<file path="config.mk">
export PLATFORM = sky130hd
export DESIGN_NAME = ifetch_queue
export DESIGN_NICKNAME = d
export VERILOG_FILES = /design/src/rtl/ifq_pkg.sv /design/src/rtl/ifq_fifo.sv /design/src/rtl/ifetch_queue.sv
export SDC_FILE = /design/constraint.sdc
export NUM_CORES = 1
export LEC_CHECK = 0
export BUFFER_PORTS_ARGS = -buffer_cell sky130_fd_sc_hd__buf_2
export CORE_MARGIN = 2
export CORE_UTILIZATION = 63
export CTS_CLUSTER_SIZE = 16
export DETAILED_ROUTE_END_ITERATION = 16
export PLACE_DENSITY = 0.92
export SLEW_MARGIN = 20
export SYNTH_ARGS = -nofsm -noshare
export SYNTH_HDL_FRONTEND = slang
export SYNTH_SLANG_ARGS = --single-unit
</file>
<file path="constraint.sdc">
create_clock -name clk -period 8.71 [get_ports clk]
set_clock_uncertainty 0.15 [all_clocks]
set_input_delay 0.4355 -clock clk [delete_from_list [all_inputs] [get_ports clk]]
set_output_delay 0.4355 -clock clk [all_outputs]
set_load 0.02 [all_outputs]
</file>
<file path="src/rtl/ifq_pkg.sv">
// Shared types and defaults for the instruction fetch queue.
package ifq_pkg;

  localparam int          IFQ_DEPTH_DEF = 4;
  localparam logic [31:0] RESET_PC_DEF  = 32'h0000_3000;
  localparam logic [31:0] MIPS_NOP      = 32'h0000_0000;

  typedef struct packed {
    logic [31:0] instr;
    logic [31:2] pc;
  } ifq_entry_t;

endpackage

</file>
<file path="src/rtl/ifq_fifo.sv">
// Ring buffer of fetched instruction/PC pairs with push, pop and flush.
module ifq_fifo
  import ifq_pkg::*;
#(
  parameter int DEPTH = IFQ_DEPTH_DEF
) (
  input  logic                     clk,
  input  logic                     reset,
  input  logic                     flush,
  input  logic                     push,
  input  logic                     pop,
  input  ifq_entry_t               push_entry,
  output ifq_entry_t               head_entry,
  output logic [$clog2(DEPTH):0]   count
);

  localparam int PW = $clog2(DEPTH);
  localparam int CW = PW + 1;
  localparam logic [CW-1:0] FULL = CW'(DEPTH);

  ifq_entry_t    mem_q [DEPTH];
  logic [PW-1:0] head_q, head_d;
  logic [PW-1:0] tail_q, tail_d;
  logic [CW-1:0] count_q, count_d;
  logic          do_push, do_pop;

  // Flush wins over everything; a push into a full buffer is accepted only alongside a pop.
  always_comb begin
    do_pop  = pop && !flush && (count_q != '0);
    do_push = push && !flush && ((count_q != FULL) || do_pop);
    head_d  = head_q;
    tail_d  = tail_q;
    count_d = count_q;
    if (flush) begin
      head_d  = '0;
      tail_d  = '0;
      count_d = '0;
    end else begin
      if (do_pop)  head_d = head_q + 1'b1;
      if (do_push) tail_d = tail_q + 1'b1;
      if (do_push && !do_pop)      count_d = count_q + 1'b1;
      else if (do_pop && !do_push) count_d = count_q - 1'b1;
    end
  end

  always_ff @(posedge clk or posedge reset) begin
    if (reset) begin
      head_q  <= '0;
      tail_q  <= '0;
      count_q <= '0;
    end else begin
      head_q  <= head_d;
      tail_q  <= tail_d;
      count_q <= count_d;
    end
  end

  always_ff @(posedge clk) begin
    if (do_push) mem_q[tail_q] <= push_entry;
  end

  assign head_entry = mem_q[head_q];
  assign count      = count_q;

endmodule

</file>
<file path="src/rtl/ifetch_queue.sv">
// Fetch stage: owns the fetch PC, reads a synchronous instruction memory and buffers words.
// Define IFQ_BYPASS_EN to forward a response straight to the outputs when the queue is empty.
module ifetch_queue
  import ifq_pkg::*;
#(
  parameter int          DEPTH    = IFQ_DEPTH_DEF,
  parameter logic [31:0] RESET_PC = RESET_PC_DEF,
  parameter int          IM_AW    = 10
) (
  input  logic             clk,
  input  logic             reset,
  output logic             im_req,
  output logic [IM_AW-1:0] im_addr,
  input  logic [31:0]      im_rdata,
  input  logic             redirect,
  input  logic [29:0]      redirect_pc,
  output logic             inst_valid,
  input  logic             inst_ready,
  output logic [31:0]      instruction,
  output logic [29:0]      inst_pc
);

  localparam int CW = $clog2(DEPTH) + 1;
  localparam logic [CW:0] DEPTH_W = (CW+1)'(DEPTH);
  localparam logic [29:0] RESET_FPC = RESET_PC[31:2];

  logic [29:0]   fpc_q, fpc_d;
  logic [29:0]   tag_q, tag_d;
  logic [29:0]   last_pc_q, last_pc_d;
  logic          inflight_q, inflight_d;
  logic          drop_q, drop_d;
  logic [CW-1:0] cnt;
  logic [CW:0]   occupancy;
  logic          rsp_ok, bypass;
  logic          fifo_push, fifo_pop;
  ifq_entry_t    push_entry, head_entry;

  assign occupancy = {1'b0, cnt} + {{CW{1'b0}}, inflight_q};
  assign im_req    = !reset && !redirect && (occupancy < DEPTH_W);
  assign im_addr   = fpc_q[IM_AW-1:0];

  // A response lands the cycle after its request; redirect discards it outright.
  always_comb begin
    rsp_ok = inflight_q && !drop_q && !redirect;
`ifdef IFQ_BYPASS_EN
    bypass = rsp_ok && (cnt == '0);
`else
    bypass = 1'b0;
`endif
    fifo_push        = rsp_ok && !(bypass && inst_ready);
    fifo_pop         = inst_ready && (cnt != '0);
    push_entry.instr = im_rdata;
    push_entry.pc    = tag_q;
  end

  always_comb begin
    inst_valid  = 1'b0;
    instruction = MIPS_NOP;
    inst_pc     = last_pc_q;
    if (cnt != '0) begin
      inst_valid  = 1'b1;
      instruction = head_entry.instr;
      inst_pc     = head_entry.pc;
    end else if (bypass) begin
      inst_valid  = 1'b1;
      instruction = im_rdata;
      inst_pc     = tag_q;
    end
  end

  // The memory answers inside the redirect cycle itself, so no stale word survives past it.
  always_comb begin
    fpc_d      = fpc_q;
    tag_d      = tag_q;
    inflight_d = im_req;
    drop_d     = inflight_q ? 1'b0 : drop_q;
    last_pc_d  = inst_valid ? inst_pc : last_pc_q;
    if (redirect) begin
      fpc_d  = redirect_pc;
      drop_d = 1'b0;
    end else if (im_req) begin
      fpc_d = fpc_q + 30'd1;
      tag_d = fpc_q;
    end
  end

  always_ff @(posedge clk or posedge reset) begin
    if (reset) begin
      fpc_q      <= RESET_FPC;
      tag_q      <= RESET_FPC;
      last_pc_q  <= RESET_FPC;
      inflight_q <= 1'b0;
      drop_q     <= 1'b0;
    end else begin
      fpc_q      <= fpc_d;
      tag_q      <= tag_d;
      last_pc_q  <= last_pc_d;
      inflight_q <= inflight_d;
      drop_q     <= drop_d;
    end
  end

  ifq_fifo #(.DEPTH(DEPTH)) u_fifo (
    .clk        (clk),
    .reset      (reset),
    .flush      (redirect),
    .push       (fifo_push),
    .pop        (fifo_pop),
    .push_entry (push_entry),
    .head_entry (head_entry),
    .count      (cnt)
  );

endmodule

</file>
**After elaboration in Yosys (flattened, before gate mapping)**

Memories as Yosys holds them, arrays and structs flattened.
Cells that the tools add are included.

- Mux-type cells: 16
- Add/sub/neg operators: 6
- $lt $le $gt $ge: 1
- Reductions and logical operators: 24
- Eq/ne operators: 1
- Bitwise gates (word level): 1

Operators by type and width:

| kind | number |
|---|---|
| 30-bit 2-to-1 mux | 3 |
| 32-bit 2-to-1 mux | 1 |
| 30-bit by 1-bit adder with 30-bit output, second input constant | 1 |
| 1-bit logical AND | 11 |
| 3-bit 2-to-1 mux | 3 |
| 2-bit 2-to-1 mux | 4 |
| 2-bit nonzero test | 4 |
| 3-bit nonzero test | 2 |
| 1-bit zero test | 5 |
| 1-bit 2-to-1 mux | 5 |
| 2-bit by 1-bit adder with 2-bit output, second input constant | 2 |
| 3-bit by 1-bit adder with 4-bit output | 1 |
| 4-bit by 3-bit less-than comparator with 1-bit output, second input constant | 1 |
| 3-bit by 1-bit adder with 3-bit output, second input constant | 1 |
| 3-bit inequality test, second input constant | 1 |
| 3-bit by 1-bit subtractor with 3-bit output, second input constant | 1 |
| 2-bit AND reduction | 1 |
| 1-bit logical OR | 1 |
| 1-bit NOT | 1 |

- Memory bits (writable): 248
- Memories kept: 1
- Output and inout port bits: 74
- Flip-flop bits (word level): 99

Memory list:

| name | depth | bits a word | read ports | clocked after Yosys merged registers in | write ports | RTL line | text |
|---|---|---|---|---|---|---|---|
| u_fifo.mem_q | 4 | 62 | 1 | 0 | 1 | ifq_fifo.sv:21 | `ifq_entry_t mem_q [DEPTH];` |

**Depth between registers and ports, before layout**

- Word-level depth: 11
- Gate-level depth with buffers: 10

**By module**

Synthesis repeated with hierarchy kept, for this count alone.

- Cells, all modules: 863
- Area total of the unflattened synthesis: 14,197.4 µm²

Modules (own cells, without submodules):

| module | cells an instance | times used | area each (µm²) | seq. area each (µm²) |
|---|---|---|---|---|
| ifq_fifo | 378 | 1 | 9,454.1 | 7,622.3 |
| ifetch_queue | 485 | 1 | 4,743.3 | 2,284.7 |

**Least setup slack after synthesis**

OpenSTA, ideal clock, no wires.

- Path kind: input to register
- Start: in inst_ready
- End: mem u_fifo.mem_q[0][0] (netlist name) (enable)
- Path buffers: 1
- Arrival: 2.408 ns
- Data required time: 8.133 ns
- Setup slack: 5.726 ns
- Stages: 3
- Path through: clkbuf_1 or4b_1 and3_1

- Word-level cells in the longest chain between the ends: 7

Ends and longest elaborated chain:

| what | RTL line | text |
|---|---|---|
| from (decl) | ifetch_queue.sv:18 | `input logic inst_ready,` |
| 1-bit logical AND | ifetch_queue.sv:51 | `fifo_pop = inst_ready && (cnt != '0);` |
| 1-bit logical AND (2 in series) | ifq_fifo.sv:29 | `do_pop = pop && !flush && (count_q != '0);` |
| 1-bit logical OR | ifq_fifo.sv:30 | `do_push = push && !flush && ((count_q != FULL) \|\| do_pop);` |
| 1-bit logical AND | ifq_fifo.sv:30 |  |
| 1-bit 2-to-1 mux | ifq_fifo.sv:59 | `if (do_push) mem_q[tail_q] <= push_entry;` |
| 1-bit 2-to-1 mux (implied by the code) | ifq_fifo.sv:59 |  |
| to (decl) | ifq_fifo.sv:21 |  |

No other way between the ends.

**Worst setup path after layout**

- Start: reg u_fifo.head_q[0]
- End: out inst_pc[7]

- Word-level cells in the longest chain between the ends: 2

Ends and longest elaborated chain:

| what | RTL line | text |
|---|---|---|
| from (decl) | ifq_fifo.sv:22 | `logic [PW-1:0] head_q, head_d;` |
| from (signal assigned) | ifq_fifo.sv:48 | `head_q <= '0;` |
| from (signal assigned) | ifq_fifo.sv:52 | `head_q <= head_d;` |
| memory read 4 x 62 bit | n/a |  |
| 30-bit 2-to-1 mux | ifetch_queue.sv:60 | `if (cnt != '0) begin` |
| to (decl) | ifetch_queue.sv:20 | `output logic [29:0] inst_pc` |

No other way between the ends.

==> flow_metrics.py <==
metrics = {
    "run_status": {
        "status": "finished clean",
    },
    "timing": {
        "min_period_ps": 3740,
        "post-route-period-util_pct": 42.9,
        "tns_ps": 0,
        "worst_slew_pin_slew_ps": 996,
        "fmax_mhz": 268,
        "setup_viol": 0,
        "hold_viol_final": 0,
        "fin_hold_ws_ps": 7.95,
        "rsz0062_at_grt": "no",
        "slew_headroom_pct": 33.6,
        "slew_viol_final": 0,
    },
    "yosys": {
        "synth-seq-cells": 346,
        "yosysWarnings": 0,
        "synthesis.area_um2": 14100,
        "syn_avg_cell_area_um2": 16.3,
        "ys_top_cells_by_count": "edfxtp_1 (248), nand2_1 (118), dfrtp_1 (92)",
        "syn_nets": 939,
        "synth_enable_flop_cells": 248,
        "synth_top_cell_by_area": "edfxtp_1",
        "ys_seq_area_share_pct": 70.0,
        "synthCells": 867,
        "synth_async_sr_flop_share_pct": 28.3,
        "yosysUniqueCellTypes": 56,
        "synth_flop_cell": "edfxtp_1",
        "synthMostInstantiatedCell": "edfxtp_1",
        "synth_area_leaders": "edfxtp_1 (53%), dfrtp_1 (16%), mux4_2 (9.9%)",
        "synth_top_cell_area_share_pct": 52.6,
    },
    "cts": {
        "clock_sinks": 346,
        "cts.repair.resized": 0,
        "cts_max_level": 2,
        "hold_buffers": 32,
        "post_cts_buffers": 0,
        "tritoncts": "yes",
        "insertion_delay_ps": 510,
        "cts_root_buf": "clkbuf_16",
        "clkTransAtPathRegs_ps": 60,
        "cts_buffers": 36,
        "clockBufferDepth": 3,
    },
    "global_routing": {
        "grt_start_max_net_pins": 79,
        "grt_usage_pct": 26.1,
        "grt_pass1_vias": 8474,
        "antenna_found_initial": 0,
        "grt_pass1_wl_um": 47300,
        "overflow": 0,
    },
    "critical_path": {
        "path_cells": "buf_4, mux4_2, mux2_2, buf_2",
        "cpPeakStageDelay_ps": 850,
        "cp.required_ps": 8120,
        "cp.buffers_inverters": 2,
        "critical-path-top-delay-family": "multiplexers",
        "end_kind": "primary output",
        "cp_max_fo": 33,
        "crit_slowest_cell": "dfrtp_4",
        "start_kind": "flip-flop",
        "cp.arrival_ps": 3150,
        "critical_path_class": "flip-flop to primary output",
    },
    "power": {
        "p_sw_share_pct": 31.8,
        "seqPwrFrac_pct": 42.0,
        "combPwrFrac_pct": 30.3,
        "switching_power_mw": 1.69,
        "ir_worst_vdd_mv": 0.191,
        "p_clk_share_pct": 27.7,
        "power.density_nw_per_um2": 321,
        "p_int_mw": 3.63,
        "leakage_nw": 6.17,
    },
    "run": {
        "max_cap_viol_count": 0,
    },
    "floorplanning": {
        "io_pins": 140,
        "die_w_um": 154,
        "core_um2": 22000,
        "chipHeight_um": 154,
        "start_util_pct": 64.4,
        "die_area_um2": 23700,
        "row_count": 54,
    },
    "placed_design": {
        "hpwl_um": 17200,
        "io_buffers": 139,
        "globalplace.congestion": 0.876,
    },
    "finish": {
        "area_growth_pct": 17.1,
        "diodes": 0,
        "fillers": 1206,
        "final_net_count": 1105,
        "final_core_util_pct": 75.4,
        "drive_gt1_share_pct": 33.6,
    },
    "detailed_routing": {
        "vias_per_cell": 6.13,
        "wl_per_cell_um": 22.5,
        "drc": 0,
        "totalWireLength_um": 30100,
        "vias": 8227,
        "antenna_left": 0,
        "drt_iter0_markers": 742,
        "firstDrtPassIters": 8,
    },
    "worst_hold_path": {
        "hp-class": "input port to flip-flop",
    },
}
## power by group through the flow
stage | Combinational [mW] | Sequential, mW | Clock, mW
final | 1.61 | 2.23 | 1.47
after global routing | 1.72 | 2.27 | 1.56
after CTS | 1.62 | 2.23 | 1.49
after detailed placement | 1.58 | 2.26 | 0
after global placement | 1.53 | 2.24 | 0
after floorplan | 1.23 | 2.15 | 0
## final cells by class
type                       count  area [um2]  share of cell area (%)
tap                          280         350                    2.12
multi-input combinational    452        3940                    23.8
inverter                      14        55.1                   0.332
sequential                   346        9910                    59.9
clock buffer                  52        1080                    6.54
timing repair buffer         183        1120                    6.75
clock inverter                14        97.6                   0.589
## worst register-to-register path, stage by stage (launching register included)
cell	delay [ps]
dfrtp_4	850
buf_4	650
mux4_2	670
mux2_2	290
## stage by stage
step	area, um2	cells	power [mW]	setup WS (ps)
6_report	16600	1341	5.32	4970
5_1_grt	16600	1341	5.55	4730
4_1_cts	16500	1340	5.34	4850
3_5_place_dp	15000	1242	3.84	5450
3_3_place_gp	15000	1242	3.77	5440
2_1_floorplan	14100	867	3.38	5570
## final timing paths
check,startpoint,endpoint,slack [ps],cells past startpoint
worst min-delay path,im_rdata[17],u_fifo.mem_q[1][47]$_DFFE_PP_,8,1
max in group asynchronous,reset,tag_q[11]$_DFFE_PP1P_,6880,5
worst min register to register,fpc_q[11]$_DFFE_PP1P_,tag_q[11]$_DFFE_PP1P_,350,2
worst max-delay path,u_fifo.head_q[0]$_DFFE_PP0P_,inst_pc[7],4970,4
min in group asynchronous,reset,fpc_q[14]$_DFFE_PP0P_,300,3
worst max register to register,u_fifo.head_q[0]$_DFFE_PP0P_,last_pc_q[16]$_DFFE_PP0N_,5970,3
## cell usage in the layout, fill, tap and decap left out, types with 6 or more instances in the layout
master / Yosys / final
edfxtp_1: 248 / 248
buf_2: 8 / 139
nand2_1: 118 / 118
dfrtp_1: 92 / 90
mux4_2: 62 / 62
mux2_2: 61 / 61
clkbuf_16: 0 / 38
and2_1: 34 / 34
dlygate4sd3_1: 0 / 32
o21ai_0: 24 / 24
nand3_1: 20 / 20
nor2_1: 15 / 15
inv_1: 14 / 13
nor2b_1: 11 / 11
buf_4: 10 / 11
nor3_1: 9 / 9
clkbuf_8: 0 / 8
o311ai_0: 6 / 6
nand4_1: 6 / 6
o211ai_1: 6 / 6
clkbuf_1: 24 / 6
dfstp_2: 6 / 6
## metal layers
metal | vias up | GRT usage, % | wire length [um]
met2 | 369 | 44.9 | 15500
met1 | 4186 | 35.2 | 11900
li1 | 3631 | - | -
met3 | 41 | 4.85 | 2150
met5 | - | 0 | 0
met4 | 0 | 6.81 | 554
## sequential cells by signal, indices dropped and copies added, names as in the netlist
register,count
u_fifo.tail_q,2
u_fifo.count,3
fpc_q,30
inflight_q,1
tag_q,30
u_fifo.mem_q,248
last_pc_q,30
u_fifo.head_q,2
## logic make-up (layout without fill, tap and decap cells)
family	after synthesis	in the layout	share of synthesized area [%]
and+or+nand+nor	249	249	8.77
DFF	346	346	70.0
AOI/OAI and AO/OA	66	66	3.22
adders and majority gates	6	6	0.584
muxes	124	124	14.8
buffers and inverters	69	263	2.17
xor gates and xnor gates	7	7	0.433
(Power assumes the default switching activity.)
